File: config.mk
export PLATFORM = sky130hd
export DESIGN_NAME = pll_lock_mgr
export DESIGN_NICKNAME = d
export VERILOG_FILES = /design/src/rtl/pll_lock_mgr_pkg.sv /design/src/rtl/pll_lock_sync.sv /design/src/rtl/pll_lock_mgr.sv
export SDC_FILE = /design/constraint.sdc
export NUM_CORES = 1
export LEC_CHECK = 0
export BUFFER_PORTS_ARGS = -buffer_cell sky130_fd_sc_hd__buf_2
export CAP_MARGIN = 20
export CORE_UTILIZATION = 61
export CTS_CLUSTER_DIAMETER = 200
export DETAILED_ROUTE_END_ITERATION = 8
export PLACE_DENSITY = 0.84
export RECOVER_POWER = 25
export SLEW_MARGIN = 20
export SYNTH_ARGS = -nofsm -noshare
export SYNTH_HDL_FRONTEND = slang
export SYNTH_SLANG_ARGS = --single-unit
File: constraint.sdc
create_clock -name clkin1 -period 3.2 [get_ports clkin1]
set_input_delay 0.32 -clock clkin1 [delete_from_list [all_inputs] [get_ports clkin1]]
set_output_delay 0.32 -clock clkin1 [all_outputs]
set_load 0.01 [all_outputs]
File: src/rtl/pll_lock_mgr_pkg.sv
// Shared state type and counter-width helper for the PLL lock manager.
package pll_lock_mgr_pkg;

  typedef enum logic [2:0] {PULSE, WAIT, FILT, RELEASE, RUN, FAIL} state_t;

  function automatic int cnt_w(input int max_val);
    return $clog2(max_val) + 1;
  endfunction

endpackage

File: src/rtl/pll_lock_sync.sv
// Two-flop synchroniser for the asynchronous PLL lock indication, resets to 0.
module pll_lock_sync (
  input  logic clk,
  input  logic rst,
  input  logic d,
  output logic q
);

  logic meta;

  always_ff @(posedge clk or posedge rst) begin
    if (rst) begin
      meta <= 1'b0;
      q    <= 1'b0;
    end else begin
      meta <= d;
      q    <= meta;
    end
  end

endmodule

File: src/rtl/pll_lock_mgr.sv
// PLL reset/lock sequencer: pulses pll_rst, filters lock, releases user_rst, retries then fails.
// Optional lock_loss_cnt output when PLL_LOCK_MGR_LOSS_CNT_EN is defined.
//   state   | meaning
//   PULSE   | pll_rst held high
//   WAIT    | waiting for synced lock, timeout running
//   FILT    | counting consecutive synced-lock cycles
//   RELEASE | locked, user_rst still held
//   RUN     | user_rst released
//   FAIL    | retries exhausted, sticky until sys_rst
module pll_lock_mgr
  import pll_lock_mgr_pkg::*;
#(
  parameter int RST_PULSE_CYC    = 16,
  parameter int LOCK_TIMEOUT_CYC = 125000,
  parameter int LOCK_FILT_CYC    = 256,
  parameter int RELEASE_DLY_CYC  = 64,
  parameter int RETRY_MAX        = 3,
  localparam int RW = (RETRY_MAX > 0) ? $clog2(RETRY_MAX + 1) : 1
) (
  input  logic          clkin1,
  input  logic          sys_rst,
  input  logic          pll_lock,
  output logic          pll_rst,
  output logic          user_rst,
  output logic          locked,
  output logic          fail,
  output logic [RW-1:0] retry_cnt
`ifdef PLL_LOCK_MGR_LOSS_CNT_EN
  ,
  output logic [7:0]    lock_loss_cnt
`endif
);

  localparam int MAX_A = (RST_PULSE_CYC > LOCK_FILT_CYC) ? RST_PULSE_CYC : LOCK_FILT_CYC;
  localparam int MAX_B = (LOCK_TIMEOUT_CYC > RELEASE_DLY_CYC) ? LOCK_TIMEOUT_CYC : RELEASE_DLY_CYC;
  localparam int CW    = cnt_w((MAX_A > MAX_B) ? MAX_A : MAX_B);

  localparam logic [CW-1:0] PULSE_TC  = CW'(RST_PULSE_CYC - 1);
  localparam logic [CW-1:0] TMO_TC    = CW'(LOCK_TIMEOUT_CYC - 1);
  localparam logic [CW-1:0] REL_TC    = CW'(RELEASE_DLY_CYC - 1);
  // The WAIT cycle that first sees lock counts as the first filter sample.
  localparam logic [CW-1:0] FILT_TC   = CW'((LOCK_FILT_CYC >= 2) ? LOCK_FILT_CYC - 2 : 0);
  localparam logic [CW-1:0] CNT_MAX   = '1;
  localparam logic [RW-1:0] RETRY_LIM = RW'(RETRY_MAX);

  state_t          state, nxt;
  logic [CW-1:0]   cnt, tmo;
  logic [RW-1:0]   retry_nxt;
  logic            lock_s, accept, timeout, tmo_run;

  pll_lock_sync u_lock_sync (
    .clk (clkin1),
    .rst (sys_rst),
    .d   (pll_lock),
    .q   (lock_s)
  );

  always_comb begin
    nxt       = state;
    retry_nxt = retry_cnt;
    timeout   = (tmo >= TMO_TC);
    accept    = lock_s && ((state == FILT) ? (cnt >= FILT_TC) : (LOCK_FILT_CYC == 1));
    case (state)
      PULSE: if (cnt >= PULSE_TC) nxt = WAIT;
      WAIT, FILT: begin
        if (accept) begin
          nxt = RELEASE;
        end else if (timeout) begin
          if (retry_cnt < RETRY_LIM) begin
            nxt       = PULSE;
            retry_nxt = retry_cnt + RW'(1);
          end else begin
            nxt = FAIL;
          end
        end else if (lock_s) begin
          nxt = FILT;
        end else begin
          nxt = WAIT;
        end
      end
      RELEASE: begin
        if (!lock_s) begin
          nxt = PULSE;
        end else if (cnt >= REL_TC) begin
          nxt       = RUN;
          retry_nxt = '0;
        end
      end
      RUN:     if (!lock_s) nxt = PULSE;
      FAIL:    nxt = FAIL;
      default: nxt = PULSE;
    endcase
  end

  assign tmo_run = (state == WAIT || state == FILT) && (nxt == WAIT || nxt == FILT);

  always_ff @(posedge clkin1 or posedge sys_rst) begin
    if (sys_rst) begin
      state     <= PULSE;
      cnt       <= '0;
      tmo       <= '0;
      retry_cnt <= '0;
      pll_rst   <= 1'b1;
      user_rst  <= 1'b1;
      locked    <= 1'b0;
      fail      <= 1'b0;
    end else begin
      state     <= nxt;
      cnt       <= (nxt != state) ? '0 : ((cnt == CNT_MAX) ? cnt : cnt + 1'b1);
      tmo       <= !tmo_run ? '0 : ((tmo >= TMO_TC) ? tmo : tmo + 1'b1);
      retry_cnt <= retry_nxt;
      pll_rst   <= (nxt == PULSE);
      user_rst  <= (nxt != RUN);
      locked    <= (nxt == RELEASE) || (nxt == RUN);
      fail      <= (nxt == FAIL);
    end
  end

`ifdef PLL_LOCK_MGR_LOSS_CNT_EN
  logic loss;
  assign loss = (state == RELEASE || state == RUN) && !lock_s;

  always_ff @(posedge clkin1 or posedge sys_rst) begin
    if (sys_rst)
      lock_loss_cnt <= '0;
    else if (loss && lock_loss_cnt != 8'hFF)
      lock_loss_cnt <= lock_loss_cnt + 8'd1;
  end
`endif

endmodule

# ---- Word-level counts from Yosys, hierarchy flattened
# Cells that the tools add are included.
# W data, S select, Z words.
dict set report op_classes {
  n_addsub 3
  n_lt_le_gt_ge 5
  eq_ne 20
  muxes 20
  n_reduce_logical 10
}
# op n
set ops {}
lappend ops {{$mux W18} 4}
lappend ops {{$add A18 B1 Y18 const B} 2}
lappend ops {{$mux W3} 7}
lappend ops {{$eq A18 B18 Y1 const B} 1}
lappend ops {{$ge A18 B17 Y1 const B} 1}
lappend ops {{$ge A18 B4 Y1 const B} 1}
lappend ops {{$ge A18 B6 Y1 const B} 1}
lappend ops {{$ge A18 B8 Y1 const B} 1}
lappend ops {{$pmux W3 S5} 1}
lappend ops {{$eq A3 B2 Y1 const B} 4}
lappend ops {{$eq A3 B3 Y1 const B} 4}
lappend ops {{$mux W2} 6}
lappend ops {{$ne A2 B2 Y1 const B} 6}
lappend ops {{$eq A3 B1 Y1 const B} 2}
lappend ops {{$logic_not A3 Y1} 2}
lappend ops {{$reduce_and A6 Y1} 1}
lappend ops {{$pmux W2 S2} 1}
lappend ops {{$logic_or A1 B1 Y1} 3}
lappend ops {{$ne A3 B3 Y1} 1}
lappend ops {{$ne A3 B3 Y1 const B} 1}
lappend ops {{$add A2 B1 Y2 const B} 1}
lappend ops {{$logic_and A1 B1 Y1} 2}
lappend ops {{$lt A2 B2 Y1 const B} 1}
lappend ops {{$ne A2 B1 Y1 const B} 1}
lappend ops {{other kinds (3)} 3}
dict set report totals {
  regBits 47
  wordCells 68
}

# ---- Depth between registers and ports, before layout
# Gate-level depths: netlist (run 1).
dict set report logic_depth {
  ltp_word 9
  depth_mapped 11
}

# ---- By module
# From an unflattened synthesis (run 1), not the netlist that was laid out.
dict set report hier_totals {
  cells_unflattened 261
  hier_area_um2 2607.5
}
# module n_inst cells_each area_per_inst_um2 seq_area_each_um2
set by_module_without_submodules {}
lappend by_module_without_submodules {pll_lock_mgr 1 258 2553.7 1128.6}
lappend by_module_without_submodules {pll_lock_sync 1 3 53.8 50.0}

# ---- Least setup slack after synthesis (run 1)
# OpenSTA, ideal clock, no wires.
dict set report synth_path {
  kind {register to register}
  from {register retry_cnt[0]}
  to {register tmo[10]}
  setup_ns 0.121
  arrival_ns 2.387
  setup_slack_ns 0.692
  stages_incl_launch_ff 10
  n_path_buf 1
  period_less_slack_ns 2.508
  cell_sequence {dfrtp_1 ha_1 and2_1 a31o_2 a31o_2 o32ai_1 a32oi_1 mux2i_1 buf_2 nor2_1}
}
dict set report synth_via {
  elab_chain_cells 9
}
# item line
set synth_rtl {}
lappend synth_rtl {{from (decl)} pll_lock_mgr.sv:27} ;# output logic [RW-1:0] retry_cnt
lappend synth_rtl {{from (signal assigned)} pll_lock_mgr.sv:111} ;# retry_cnt <= retry_nxt;
lappend synth_rtl {{$lt A2 B2 Y1 *} pll_lock_mgr.sv:69} ;# if (retry_cnt < RETRY_LIM) begin
lappend synth_rtl {{$mux W3 *} pll_lock_mgr.sv:69}
lappend synth_rtl {{$mux W3 *} pll_lock_mgr.sv:68} ;# end else if (timeout) begin
lappend synth_rtl {{$mux W3 *} pll_lock_mgr.sv:66} ;# if (accept) begin
lappend synth_rtl {{$pmux W3 S5 *} pll_lock_mgr.sv:63} ;# case (state)
lappend synth_rtl {{net nxt[0]} pll_lock_mgr.sv:46} ;# state_t state, nxt;
lappend synth_rtl {{$eq A3 B1 Y1 or $eq A3 B2 Y1 (tied branches)} pll_lock_mgr.sv:95} ;# assign tmo_run = (state == WAIT || state == FILT) && (nxt == WAIT || nxt == FILT);
lappend synth_rtl {{$logic_or A1 B1 Y1 *} pll_lock_mgr.sv:95}
lappend synth_rtl {{$logic_and A1 B1 Y1 *} pll_lock_mgr.sv:95}
lappend synth_rtl {{$ne A2 B2 Y1 (no source line) or $mux W18 (tied branches)} --}
lappend synth_rtl {{to (signal assigned)} pll_lock_mgr.sv:110} ;# tmo <= !tmo_run ? '0 : ((tmo >= TMO_TC) ? tmo : tmo + 1'b1);
lappend synth_rtl {{to (decl)} pll_lock_mgr.sv:47} ;# logic [CW-1:0] cnt, tmo;
# Mark *: on every way through the listed nets, which the timed path passes. The rest lies on a longest branch.
# A chain may end at the register's enable or synchronous reset.

# ---- Worst setup path in the final report (run 1)
dict set report layout_path {
  from {register cnt[3]}
  to {register cnt[4]}
}
dict set report layout_via {
  elab_chain_cells 7
}
# item line
set layout_rtl {}
lappend layout_rtl {{from (decl)} pll_lock_mgr.sv:47}
lappend layout_rtl {{from (signal assigned)} pll_lock_mgr.sv:109} ;# cnt <= (nxt != state) ? '0 : ((cnt == CNT_MAX) ? cnt : cnt + 1'b1);
lappend layout_rtl {{$ge A18 B8 Y1} pll_lock_mgr.sv:62} ;# accept = lock_s && ((state == FILT) ? (cnt >= FILT_TC) : (LOCK_FILT_CYC == 1));
lappend layout_rtl {{$mux W1} pll_lock_mgr.sv:62}
lappend layout_rtl {{$logic_and A1 B1 Y1} pll_lock_mgr.sv:62}
lappend layout_rtl {{$mux W3} pll_lock_mgr.sv:66}
lappend layout_rtl {{$pmux W3 S5} pll_lock_mgr.sv:63}
lappend layout_rtl {{$ne A3 B3 Y1} pll_lock_mgr.sv:109}
lappend layout_rtl {{$ne A2 B2 Y1 (no source line) or $mux W18 (tied branches)} --}
# Several ways; a longest one is shown, not always the timed one. The select of a mux whose other input is x is not followed.

==> metrics.yaml, run 1 <==
status: "finished with violations"
violations: "capacitance limit, slew limit"
path_class: "reg2reg"
vias: 1925
critPathTopFamily: "compound AO/OA/AOI/OAI gates"
post-route-drc-count: 0
io_buffers: 8
regArea_um2: 1179
synth_edf_count: 0
worstPathCellList: "nand3_1 > or3_4 > a2111oi_4 > o41ai_1 > a311o_1 > a211o_1 > a311oi_1"
setup_viol: 0
ant_nets: 0
syn-cell-area_um2: 2480
syn_inst: 263
grt-ovfl-total: 0
die_area_um2: 4324
cts_max_level: 2
tns_ns: 0
num_rows: 22
critPathMaxStageDelay_ns: 0.47
p_per_area_nw_per_um2: 575.7
synthTopCellsByArea: "dfrtp_1 (45%), nor2_1 (6.8%), xor2_1 (6.4%)"
clk_latency_ns: 0.30
grt_max_degree: 48
report.final.slew_viol_count: 48
synthTopCellsByCount: "dfrtp_1 (45), nor2_1 (45), nand2_1 (22)"
fillers: 282
dp_slack_ns: 0.3795
area_delta_synth_final_pct: 6.508
ir_drop_uv: 407.4
ys_seq_elements: 47
track_usage_pct: 25.08
wl_per_cell_um: 14.67
syn_nets: 270
worst_slew_pin_slew_ns: 1.703
ys_warn_count: 0
synth_top_area_cell: "dfrtp_1"
cts_setup_buffers: 0
cp.arrival_ns: 3.08
gp_congestion: 0.8229
multi_input_area_um2: 1234
power_w: 0.001521
crit_path_end_kind: "flip-flop"
fin_crit_sh_pct: 89.71
fp.dieW_um: 65.76
cp.required_ns: 3.41
place_area_um2: 2557
worstPathMaxFanout: 18
dr.first_iter.drc_count: 215
avgViaCountPerCell: 5.960
postCtsResizedCells: 0
dr.pass1.iters: 4
cp_slowest_cell: "a211o_1"
hpwl_mm: 3.310
cp-start-kind: "flip-flop"
wl_mm: 4.737
min_period_ns: 2.871
fin_nets: 281
ys.flop_type: "dfrtp_1"
io_pins: 9
final_area_um2: 2641
hold_viol: 0
yosysUniqueCellTypes: 49
yosysTopAreaCellShare_pct: 45.41
fin_util_pct: 70.04
start_util_pct: 65.76
rsz0062_at_grt: "no"
slew_headroom_pct: -13.65
path_clk_slew_ns: 0.09
worst_slack_ns: 0.3293
final_layout_size_suffix_gt1_share_pct: 9.455
clock_path_buffers: 2
cts_hold_buf: 0
antennaDiodeCount: 0
root_buffer: "clkbuf_8"
fmax_mhz: 348.4
numCtsBuffers: 5
cts_tree: "done"
coreArea_um2: 3771
syn_avg_cell_area_um2: 9.429
clock_sinks: 47
cp_num_buf_inv: 0
worstHoldPathType: "in2reg"
leakagePower_nw: 1.146
die_h_um: 65.76
grt_pass1_wl_mm: 8.128
cap_viol_max_count: 1
grt_pass1_vias: 1833
async_flop_share_pct: 100.0
grt_antenna_before_repair: 0
ys_seq_area_share_pct: 47.53
skew_ns: 0.008856
[state kept, by name (all words and copies together), names as in the netlist, 2 cells and up]
register	cells
tmo	18
cnt	18
retry_cnt	2
state	3
[path summary, 6_finish.rpt]
path / to / start / slack (ns) / depth (start not counted)
max reg2reg: cnt[4] / cnt[3] / 0.33 / 7
max in group asynchronous: tmo[2] / sys_rst / 1.67 / 2
min reg2reg: u_lock_sync.q / u_lock_sync.meta / 0.36 / 0
min: u_lock_sync.meta / pll_lock / 0.12 / 1
max: cnt[4] / cnt[3] / 0.33 / 7
min in group asynchronous: cnt[7] / sys_rst / 0.54 / 2
[cell families (layout without fill, tap and decap cells)]
logic type      count (synthesis)  in the layout  synth area share [%]
simple gates                  125            125                 24.12
flops                          47             47                 47.53
compound gates                 45             45                 13.42
xor+xnor                       26             26                 9.183
buf+inv                        13             25                 2.724
fa+ha+maj                       4              4                 2.018
mux                             2              2                0.8577
other cells                     1              1                0.1512
[cell type report]
type	instances	share of cell area [%]
well taps	48	2.274
flip-flops and latches	47	44.62
multi-input cells	203	46.71
repair buffers	11	2.369
inverters	6	0.8527
clock inverters	3	0.5685
clock buffers	5	2.605
[metrics by stage]
stage / hold slack [ns] / std cells
after floorplan: 0.3312 / 263
after global placement: 0.3347 / 315
after detailed placement: 0.3379 / 315
after CTS: 0.1145 / 323
after global routing: 0.1082 / 323
final: 0.1234 / 323
[where the power goes]
part	switching (W)	internal [W]	leakage, nW
Sequential	0.0000784	0.000665	0.634
Combinational	0.000271	0.000160	0.464
Clock	0.000197	0.000150	0.0477
Total	0.000546	0.000974	1.15
[routing by layer]
layer | wire (um) | global-route usage, % | vias up | part of all wire (%)
met2 | 2284 | 41.84 | 38 | 48
li1 | - | - | 960 | -
met3 | 157 | 5.903 | 5 | 3.3
met4 | 51 | 7.337 | 0 | 1.1
met1 | 2244 | 32.16 | 922 | 47
met5 | 0 | 0 | - | 0
[cells in the final DEF, fill, tap and decap left out, types with 2 or more instances in the layout]
cell,count
and3_1,8
o21bai_1,2
o41ai_1,2
a21oi_1,8
xor2_1,18
nor2b_1,2
inv_1,6
and4_1,2
a211oi_1,2
a31o_2,2
clkinv_2,3
nand2_1,22
and2_1,2
xnor2_1,8
ha_1,4
a311o_1,2
nor3_1,7
a31oi_1,3
nand4_1,11
dfstp_2,2
o21ai_0,10
dfrtp_1,45
or3_1,2
nor4_1,4
nor2_1,45
buf_4,3
nand3_1,16
buf_2,8
clkbuf_8,5
(Power assumes the default switching activity.)
==> run 2: changes to the inputs <==
PLACE_DENSITY = default   (was 0.84)
PLACE_DENSITY_LB_ADDON = 0.12   (was default)
==> metrics.yaml, run 2 (synthesis gave the netlist of run 1 again) <==
status: "finished with violations"  # unchanged
violations: "capacitance limit, slew limit"  # unchanged
post-route-drc-count: 0  # unchanged
coreArea_um2: 3771  # unchanged
clk_latency_ns: 0.30  # about the same
io_buffers: 8  # unchanged
worstPathMaxFanout: 18  # unchanged
ant_nets: 0  # unchanged
grt_antenna_before_repair: 0  # unchanged
leakagePower_nw: 1.165  # was 1.146 nW
grt_max_degree: 48  # unchanged
final_layout_size_suffix_gt1_share_pct: 9.386  # was 9.455%
fin_crit_sh_pct: 89.54  # was 89.71%
wl_per_cell_um: 14.86  # was 14.67 um
track_usage_pct: 25.31  # was 25.08%
grt-ovfl-total: 0  # unchanged
cp.required_ns: 3.41  # about the same
clock_path_buffers: 2  # unchanged
ir_drop_uv: 366.9  # was 407.4 uV
cap_viol_max_count: 1  # unchanged
antennaDiodeCount: 0  # unchanged
cts_tree: "done"  # unchanged
fin_nets: 283  # was 281
rsz0062_at_grt: "no"  # unchanged
hpwl_mm: 3.269  # was 3.310 mm
setup_viol: 0  # unchanged
p_per_area_nw_per_um2: 605.8  # was 575.7 nW/um2
worstHoldPathType: "in2reg"  # unchanged
grt_pass1_vias: 1901  # was 1,833
root_buffer: "clkbuf_8"  # unchanged
gp_congestion: 0.8767  # was 0.8229
crit_path_end_kind: "flip-flop"  # unchanged
cts_max_level: 2  # unchanged
skew_ns: 0.007589  # was 0.008856 ns
postCtsResizedCells: 0  # unchanged
numCtsBuffers: 5  # unchanged
fp.dieW_um: 65.76  # unchanged
fmax_mhz: 349.0  # was 348.4 MHz
cp-start-kind: "flip-flop"  # unchanged
reg_top3: "cnt x18, tmo x18, state x3"  # unchanged
path_clk_slew_ns: 0.09  # about the same
cp.arrival_ns: 3.07  # was 3.08 ns
grt_pass1_wl_mm: 8.355  # was 8.128 mm
min_period_ns: 2.865  # was 2.871 ns
dr.first_iter.drc_count: 142  # was 215
avgViaCountPerCell: 6.037  # was 5.960
final_cell_mix: "nor2_1 (45), dfrtp_1 (45), nand2_1 (22)"  # unchanged
tns_ns: 0  # unchanged
path_class: "reg2reg"  # unchanged
die_area_um2: 4324  # unchanged
area_delta_synth_final_pct: 8.426  # was 6.508%
wl_mm: 4.829  # was 4.737 mm
dr.pass1.iters: 6  # was 4
die_h_um: 65.76  # unchanged
cts_setup_buffers: 0  # unchanged
worst_slew_pin_slew_ns: 1.672  # was 1.703 ns
io_pins: 9  # unchanged
vias: 1962  # was 1,925
slew_headroom_pct: -11.46  # was -13.65%
clock_sinks: 47  # unchanged
whs_ns: 0.1314  # was 0.1234 ns
num_rows: 22  # unchanged
report.final.slew_viol_count: 34  # was 48
hold_viol: 0  # unchanged
start_util_pct: 65.76  # unchanged
## run 2: final timing paths
kind	end	from	cells after the start	slack, ns
min	u_lock_sync.meta	pll_lock	1	0.13
min reg2reg	u_lock_sync.q	u_lock_sync.meta	0	0.35
max in group asynchronous	u_lock_sync.q	sys_rst	4	0.66
min in group asynchronous	cnt[14]	sys_rst	3	0.60
max reg2reg	cnt[4]	cnt[0]	9	0.33
max	cnt[4]	cnt[0]	9	0.33
## run 2: through the flow
step	total power (W)	instance area [um2]	setup slack, ns	util (%)	instances
after floorplan	0.001118	2480	0.6916	-	263
after global routing	0.001726	2689	0.1122	71.30	325
final	0.001629	2689	0.3346	71.30	325
after global placement	0.001177	2557	0.4704	67.82	315
after detailed placement	0.001190	2557	0.3814	67.82	315
after CTS	0.001641	2675	0.3465	70.94	323
## run 2: timing repair
action                                  in CTS  in global routing
endpoints found under the hold margin        0                 13
hold buffers                                 0                  1
endpoints found under the setup margin       0                  0
## run 2: routing by layer
layer  wire, um  global-route usage (%)  up-vias
li1           -                       -      961
met1       2313                   32.62      958
met2       2316                   42.60       34
met3        143                   5.208        9
met4         56                   7.337        0
met5          0                       0        -
## run 2: power by group
part           switching, W  leakage (nW)  internal [W]
clock              0.000192        0.0612      0.000253
sequential        0.0000795         0.634      0.000664
combinational      0.000278         0.469      0.000162
## run 2: area by class of cell
| cell class | count | area, um2 |
|---|---|---|
| fillers | 287 | 1082 |
| flip-flops and latches | 47 | 1179 |
| clock inverters | 2 | 35.03 |
| multi-input cells | 203 | 1234 |
| inverters | 6 | 22.52 |
| repair buffers | 13 | 76.32 |
| well taps | 48 | 60.06 |
| clock buffers | 6 | 82.58 |
## run 2: critical path, cell delays in order (launching register included)
cell and delay [ns]:
dfrtp_1 0.43, inv_1 0.07, ha_1 0.13, o21ai_0 0.07
or3_4 0.35, a2111oi_4 0.42, o41ai_1 0.16, a311o_1 0.35
a211o_1 0.46, a311oi_1 0.33
